`src/rtl/flash_rom_fetch_ctrl.sv`:
```
// Serves 6809 ROM-window reads from SPI flash through a one-byte sequential prefetch buffer,
// and hands the flash pins to the FT2232 programmer when the CPU path is idle.
module flash_rom_fetch_ctrl #(
  parameter logic [15:0] ROM_BASE     = 16'hE000,
  parameter logic [23:0] FLASH_OFFSET = 24'h000000,
  parameter int unsigned TIMEOUT      = 255
) (
  input  logic        clk,
  input  logic        rst_n,
  input  logic [15:0] i_addr,
  input  logic        i_rw,
  input  logic        i_e,
  input  logic        i_q,
  input  logic        i_ft_cs_n,
  output logic        o_rd_start,
  output logic [23:0] o_rd_addr,
  input  logic        i_rd_busy,
  input  logic        i_rd_valid,
  input  logic [7:0]  i_rd_data,
  output logic [7:0]  o_rom_data,
  output logic        o_rom_oe,
  output logic        o_mrdy,
  output logic        o_sel_ft,
  output logic        o_err
);

  typedef enum logic [2:0] {StIdle, StFetch, StHold, StPrefetch, StProg} state_e;

  state_e      state_q, state_d;
  logic        e_meta_q, e_sync_q, e_prev_q;
  logic        q_meta_q, q_sync_q, q_prev_q;
  logic        rw_meta_q, rw_sync_q;
  logic        req_q;
  logic [15:0] addr_q;
  logic        rd_start_q, rd_start_d;
  logic [23:0] rd_addr_q, rd_addr_d;
  logic [7:0]  rom_data_q, rom_data_d;
  logic        rom_oe_q, rom_oe_d;
  logic        mrdy_q, mrdy_d;
  logic        sel_ft_q, sel_ft_d;
  logic        err_q, err_d;
  logic        pf_valid_q, pf_valid_d;
  logic [15:0] pf_addr_q, pf_addr_d;
  logic [7:0]  pf_data_q, pf_data_d;
  logic        issued_q, issued_d;
  logic        pend_q, pend_d;
  logic        serve_q, serve_d;
  logic [7:0]  tmr_q, tmr_d;
  logic [3:0]  ft_cnt_q, ft_cnt_d;

  logic        q_rise, e_fall;
  logic        got, tout, done, hit, pending, launch;
  logic [23:0] launch_addr;
  logic [7:0]  byte_in;

  function automatic logic [23:0] flash_addr(input logic [15:0] a);
    logic [15:0] off;
    off = a - ROM_BASE;
    return FLASH_OFFSET + {8'h00, off};
  endfunction

  assign q_rise = q_sync_q & ~q_prev_q;
  assign e_fall = ~e_sync_q & e_prev_q;

  // Bus-side synchronizers and request detection; addr_q holds the latest request address.
  always_ff @(posedge clk or negedge rst_n) begin
    if (!rst_n) begin
      e_meta_q  <= 1'b0;
      e_sync_q  <= 1'b0;
      e_prev_q  <= 1'b0;
      q_meta_q  <= 1'b0;
      q_sync_q  <= 1'b0;
      q_prev_q  <= 1'b0;
      rw_meta_q <= 1'b0;
      rw_sync_q <= 1'b0;
      req_q     <= 1'b0;
      addr_q    <= 16'h0000;
    end else begin
      e_meta_q  <= i_e;
      e_sync_q  <= e_meta_q;
      e_prev_q  <= e_sync_q;
      q_meta_q  <= i_q;
      q_sync_q  <= q_meta_q;
      q_prev_q  <= q_sync_q;
      rw_meta_q <= i_rw;
      rw_sync_q <= rw_meta_q;
      req_q     <= q_rise && rw_sync_q && (i_addr >= ROM_BASE);
      if (q_rise) addr_q <= i_addr;
    end
  end

  always_ff @(posedge clk or negedge rst_n) begin
    if (!rst_n) begin
      state_q    <= StIdle;
      rd_start_q <= 1'b0;
      rd_addr_q  <= 24'h000000;
      rom_data_q <= 8'hFF;
      rom_oe_q   <= 1'b0;
      mrdy_q     <= 1'b1;
      sel_ft_q   <= 1'b0;
      err_q      <= 1'b0;
      pf_valid_q <= 1'b0;
      pf_addr_q  <= 16'h0000;
      pf_data_q  <= 8'hFF;
      issued_q   <= 1'b0;
      pend_q     <= 1'b0;
      serve_q    <= 1'b0;
      tmr_q      <= 8'h00;
      ft_cnt_q   <= 4'h0;
    end else begin
      state_q    <= state_d;
      rd_start_q <= rd_start_d;
      rd_addr_q  <= rd_addr_d;
      rom_data_q <= rom_data_d;
      rom_oe_q   <= rom_oe_d;
      mrdy_q     <= mrdy_d;
      sel_ft_q   <= sel_ft_d;
      err_q      <= err_d;
      pf_valid_q <= pf_valid_d;
      pf_addr_q  <= pf_addr_d;
      pf_data_q  <= pf_data_d;
      issued_q   <= issued_d;
      pend_q     <= pend_d;
      serve_q    <= serve_d;
      tmr_q      <= tmr_d;
      ft_cnt_q   <= ft_cnt_d;
    end
  end

  always_comb begin
    state_d     = state_q;
    rd_start_d  = 1'b0;
    rd_addr_d   = rd_addr_q;
    rom_data_d  = rom_data_q;
    rom_oe_d    = 1'b0;
    mrdy_d      = mrdy_q;
    sel_ft_d    = sel_ft_q;
    err_d       = err_q;
    pf_valid_d  = pf_valid_q;
    pf_addr_d   = pf_addr_q;
    pf_data_d   = pf_data_q;
    issued_d    = issued_q;
    pend_d      = pend_q;
    serve_d     = serve_q;
    tmr_d       = tmr_q;
    ft_cnt_d    = ft_cnt_q;
    launch      = 1'b0;
    launch_addr = rd_addr_q;

    // A read only completes (byte or timeout) once its start pulse has actually gone out.
    got     = issued_q && i_rd_valid;
    tout    = issued_q && !i_rd_valid && (tmr_q == 8'(TIMEOUT));
    done    = got || tout;
    byte_in = got ? i_rd_data : 8'hFF;
    hit     = pf_valid_q && (pf_addr_q == addr_q);
    pending = pend_q || req_q;
    if (issued_q && !done) tmr_d = tmr_q + 8'd1;

    unique case (state_q)
      StIdle: begin
        if (req_q) begin
          if (hit) begin
            rom_data_d = pf_data_q;
            mrdy_d     = 1'b1;
            state_d    = StHold;
          end else begin
            mrdy_d      = 1'b0;
            launch      = 1'b1;
            launch_addr = flash_addr(addr_q);
            state_d     = StFetch;
          end
        end else if (!i_ft_cs_n && !i_rd_busy) begin
          sel_ft_d = 1'b1;
          ft_cnt_d = 4'h0;
          serve_d  = 1'b0;
          state_d  = StProg;
        end
      end
      StFetch: begin
        if (!issued_q && !i_rd_busy) begin
          rd_start_d = 1'b1;
          issued_d   = 1'b1;
          tmr_d      = 8'h00;
        end
        if (done) begin
          issued_d   = 1'b0;
          rom_data_d = byte_in;
          pf_data_d  = byte_in;
          mrdy_d     = 1'b1;
          state_d    = StHold;
          if (tout) begin
            err_d      = 1'b1;
            pf_valid_d = 1'b0;
          end
        end
      end
      StHold: begin
        rom_oe_d = e_sync_q;
        if (e_fall) begin
          if (addr_q != 16'hFFFF) begin
            launch      = 1'b1;
            launch_addr = flash_addr(addr_q + 16'd1);
            pf_addr_d   = addr_q + 16'd1;
            pf_valid_d  = 1'b0;
            pend_d      = 1'b0;
            state_d     = StPrefetch;
          end else begin
            state_d = StIdle;
          end
        end
      end
      StPrefetch: begin
        if (!issued_q && !i_rd_busy) begin
          rd_start_d = 1'b1;
          issued_d   = 1'b1;
          tmr_d      = 8'h00;
        end
        if (req_q) begin
          pend_d = 1'b1;
          mrdy_d = 1'b0;
        end
        if (done) begin
          issued_d   = 1'b0;
          pend_d     = 1'b0;
          pf_data_d  = byte_in;
          pf_valid_d = got;
          if (tout) err_d = 1'b1;
          if (!pending) begin
            state_d = StIdle;
          end else if (addr_q == pf_addr_q) begin
            rom_data_d = byte_in;
            mrdy_d     = 1'b1;
            state_d    = StHold;
          end else begin
            pf_valid_d  = 1'b0;
            mrdy_d      = 1'b0;
            launch      = 1'b1;
            launch_addr = flash_addr(addr_q);
            state_d     = StFetch;
          end
        end
      end
      StProg: begin
        // The CPU still gets a completed cycle while the programmer owns the flash.
        if (req_q) begin
          rom_data_d = 8'hFF;
          serve_d    = 1'b1;
        end
        rom_oe_d = (serve_q || req_q) && e_sync_q;
        if (e_fall) serve_d = 1'b0;
        if (i_ft_cs_n) begin
          if (ft_cnt_q == 4'd15) begin
            sel_ft_d   = 1'b0;
            pf_valid_d = 1'b0;
            serve_d    = 1'b0;
            rom_oe_d   = 1'b0;
            state_d    = StIdle;
          end else begin
            ft_cnt_d = ft_cnt_q + 4'd1;
          end
        end else begin
          ft_cnt_d = 4'h0;
        end
      end
      default: state_d = StIdle;
    endcase

    if (launch) begin
      rd_addr_d = launch_addr;
      issued_d  = 1'b0;
      if (!i_rd_busy) begin
        rd_start_d = 1'b1;
        issued_d   = 1'b1;
        tmr_d      = 8'h00;
      end
    end
  end

  assign o_rd_start = rd_start_q;
  assign o_rd_addr  = rd_addr_q;
  assign o_rom_data = rom_data_q;
  assign o_rom_oe   = rom_oe_q;
  assign o_mrdy     = mrdy_q;
  assign o_sel_ft   = sel_ft_q;
  assign o_err      = err_q;

endmodule

```
`config.mk`:
```
export PLATFORM = sky130hd
export DESIGN_NAME = flash_rom_fetch_ctrl
export DESIGN_NICKNAME = d
export VERILOG_FILES = /design/src/rtl/flash_rom_fetch_ctrl.sv
export SDC_FILE = /design/constraint.sdc
export NUM_CORES = 1
export LEC_CHECK = 0
export CAP_MARGIN = 40
export CORE_MARGIN = 2
export CORE_UTILIZATION = 25
export DETAILED_ROUTE_END_ITERATION = 10
export RECOVER_POWER = 100
export SKIP_LAST_GASP = 1
export SYNTH_ARGS = -nofsm -noshare
export SYNTH_HDL_FRONTEND = slang
export SYNTH_SLANG_ARGS = --single-unit
```
`constraint.sdc`:
```
create_clock -name clk -period 2.74 [get_ports clk]
set_input_delay 0.411 -clock clk [delete_from_list [all_inputs] [get_ports clk]]
set_output_delay 0.411 -clock clk [all_outputs]
set_load 0.005 [all_outputs]
```
==> flow_metrics.env <==
export IMPL_drv_cap=0
export IMPL_hold_viol=0
export IMPL_slowest_stage="dfrtp_1"
export IMPL_crit_required_ns=2.96
export IMPL_max_stage_delay_ns=0.49
export IMPL_slew_headroom_pct=18.9
export IMPL_async_flop_share_pct=100
export IMPL_ctsRootBufferMaster="clkbuf_16"
export IMPL_total_power_mw=5.08
export IMPL_fin_hold_ws_ns=0.312
export IMPL_synth_top_cells_by_count="dfrtp_1, nand2_1, xnor2_1, mux2_2, o21ai_0"
export IMPL_synth_edf_count=0
export IMPL_ios=69
export IMPL_synth_avg_cell_area_um2=10.7
export IMPL_cts_tree="yes"
export IMPL_crit_type="reg2reg"
export IMPL_end_kind="flop"
export IMPL_ys_top_cells_by_area="dfrtp_1, dfstp_2, mux2_2"
export IMPL_critical_path_arrival_ns=2.65
export IMPL_hpwl_um=8530
export IMPL_reg2reg_depth=7
export IMPL_slew_viol_final=0
export IMPL_power_leakage_nw=2.50
export IMPL_yosysUniqueCellTypes=55
export IMPL_setup_ws_ns=0.310
export IMPL_swShare_pct=30.6
export IMPL_routedWlPerCell_um=14.3
export IMPL_power_frac_clock_pct=24.7
export IMPL_drc=0
export IMPL_synth_seq_cells=97
export IMPL_clock_path_buffers=2
export IMPL_cp_cell_sequence="xnor2_1 > nand4_1 > nor4_4 > o31a_1 > o21a_1 > buf_12 > mux2_1"
export IMPL_grt_first_pass_wirelength_um=19500
export IMPL_gp_congestion=0.835
export IMPL_p_int_mw=3.52
export IMPL_rows=51
export IMPL_r2r_start="addr_q[2]$_DFFE_PN0P_"
export IMPL_cp_start_kind="flop"
export IMPL_clk_latency_ns=0.35
export IMPL_synthesis_area_mm2=0.00497
export IMPL_drt_pass1_iterations=4
export IMPL_post_place_ws_ns=0.203
export IMPL_powerDensity_mw_per_mm2=817
export IMPL_vias=3575
export IMPL_viasPerCell=4.44
export IMPL_totalWireLength_um=11500
export IMPL_setup_viol=0
export IMPL_critPathMaxFanout=16
export IMPL_grt_antenna_before_repair=0
export IMPL_period_share_pct=88.7
export IMPL_syn2layout_area_growth_pct=25.0
export IMPL_cts_resized=0
export IMPL_hold_class="in2async"
export IMPL_reg2reg_slack_ns=0.31
export IMPL_grt_usage_pct=11.5
export IMPL_synth_cells=464
export IMPL_reg2reg_to="o_rd_addr[9]$_DFFE_PN0P_"
export IMPL_cts_made_buffers=9
export IMPL_status="complete, no violations"
export IMPL_tightest_slew_ns=1.22
export IMPL_die_y_um=145
export IMPL_clkSinkCount=97
export IMPL_ir_drop_uv=302
export IMPL_synth_ff_type="dfrtp_1"
export IMPL_die_w_um=145
export IMPL_first_iter_violations=260
export IMPL_yosysMostFrequentCell="dfrtp_1"
export IMPL_synth_top_area_share_pct=40.3
export IMPL_die_area_mm2=0.0210
export IMPL_cts_htree_levels=3
export IMPL_period_minus_slack_ns=2.43
export IMPL_ys_seq_area_share_pct=49.3
export IMPL_diodes=0
export IMPL_cts_setup_buffers=0
export IMPL_core_area_mm2=0.0195
export IMPL_p_switching_mw=1.55
export IMPL_grt_start_max_net_pins=51
export IMPL_rsz0062_at_grt="false"
export IMPL_synth_top_cell_by_area="dfrtp_1"
export IMPL_fin_nets=571
export IMPL_power_frac_comb_pct=29.1
export IMPL_clk_pin_slew_ns=0.07
export IMPL_drive_gt1_share_pct=19.8
export IMPL_pwr_share_seq_pct=46.2
export IMPL_fin_skew_ns=0.0106
export IMPL_numPortBuffers=60
export IMPL_setup_tns_ns=0
export IMPL_finalCoreUtilization_pct=31.9
export IMPL_ys_warn_count=0
export IMPL_ant_nets=0
export IMPL_hold_buffers=0
export IMPL_max_freq_mhz=412
export IMPL_grt_overflow=0
export IMPL_grt_pass1_vias=3809
export IMPL_start_util_pct=25.5
how the worst max path moves through the flow:
stage                                startpoint                   endpoint  slack, ns  cells past startpoint
after floorplan           addr_q[0]$_DFFE_PN0P_  o_rd_addr[15]$_DFFE_PN0P_       0.22                     11
after global placement               i_rd_valid   o_rd_addr[8]$_DFFE_PN0P_       0.22                      8
after detailed placement             i_rd_valid  o_rd_addr[11]$_DFFE_PN0P_       0.20                      8
after CTS                 addr_q[2]$_DFFE_PN0P_  o_rd_addr[15]$_DFFE_PN0P_       0.31                      7
after global routing                      rst_n         e_meta_q$_DFF_PN0_       0.11                      2
final                     addr_q[2]$_DFFE_PN0P_   o_rd_addr[9]$_DFFE_PN0P_       0.31                      7
layout by cell type (no fill, tap or decap), types with 4 or more instances in the layout:
master,n
or2_2,4
nand3_1,16
clkdlybuf4s50_1,29
a21oi_1,14
dlygate4sd3_1,30
nand4_1,15
o22a_2,8
buf_4,25
mux2_1,6
nor2b_1,8
xor2_1,18
o211ai_1,4
mux2_2,30
nor2_1,25
nand2_1,43
inv_1,10
xnor2_1,35
o22ai_1,9
nand2b_1,7
dfstp_2,14
clkbuf_1,5
mux2i_1,9
dfrtp_1,80
ha_1,4
clkbuf_16,10
conb_1,8
o21ai_0,29
final cells by class:
class	instances	area, µm²
Fill cell	2008	13300
Sequential cell	97	2450
Multi-Input combinational cell	325	2270
Timing Repair Buffer	91	825
Tap cell	265	332
Clock buffer	13	272
Inverter	11	41.3
Clock inverter	3	20.0
sequential cells by signal, summed over array words and instances, names as in the netlist, 3 cells and up:
signal,count
addr_q,16
ft_cnt_q,4
o_rd_addr,16
o_rom_data,8
pf_addr_q,16
pf_data_q,8
state_q,3
tmr_q,8
metal layers:
layer  vias to the layer above  global-route usage (%)  wire (µm)
met4                         0                    2.52         95
met3                        10                    3.58        581
met5                         -                       0          0
met1                      1741                    15.1       5460
met2                        92                    18.7       5380
li1                       1732                       -          -
worst max-delay path, delay by kind of cell, from the launching register on:
kind	cells	cell delay, ns
buf+inv	1	0.18
xor+xnor	1	0.21
mux	1	0.35
flops	1	0.49
simple gates	2	0.56
compound gates	2	0.51
power groups by stage:
stage | registers, mW | logic [mW] | clock network [mW]
detailed placement | 2.39 | 1.59 | 0
global placement | 2.36 | 1.54 | 0
CTS | 2.37 | 1.60 | 1.29
floorplan | 2.29 | 0.922 | 0
finish | 2.35 | 1.48 | 1.25
global route | 2.42 | 1.64 | 1.34
through the flow:
step | area [µm²] | cells
finish | 6210 | 805
global route | 6210 | 805
CTS | 6260 | 805
detailed placement | 5970 | 789
global placement | 5970 | 789
floorplan | 4990 | 471
kinds of logic after synthesis:
kind of cell               share of synthesized area [%]
and+or+nand+nor                                     14.1
DFF                                                 49.3
AOI/OAI and AO/OA                                   10.8
xor gates and xnor gates                            9.34
buffers and inverters                               5.04
muxes                                               10.4
adders and majority gates                           1.01
other                                             0.0755
(Power assumes the default switching activity.)
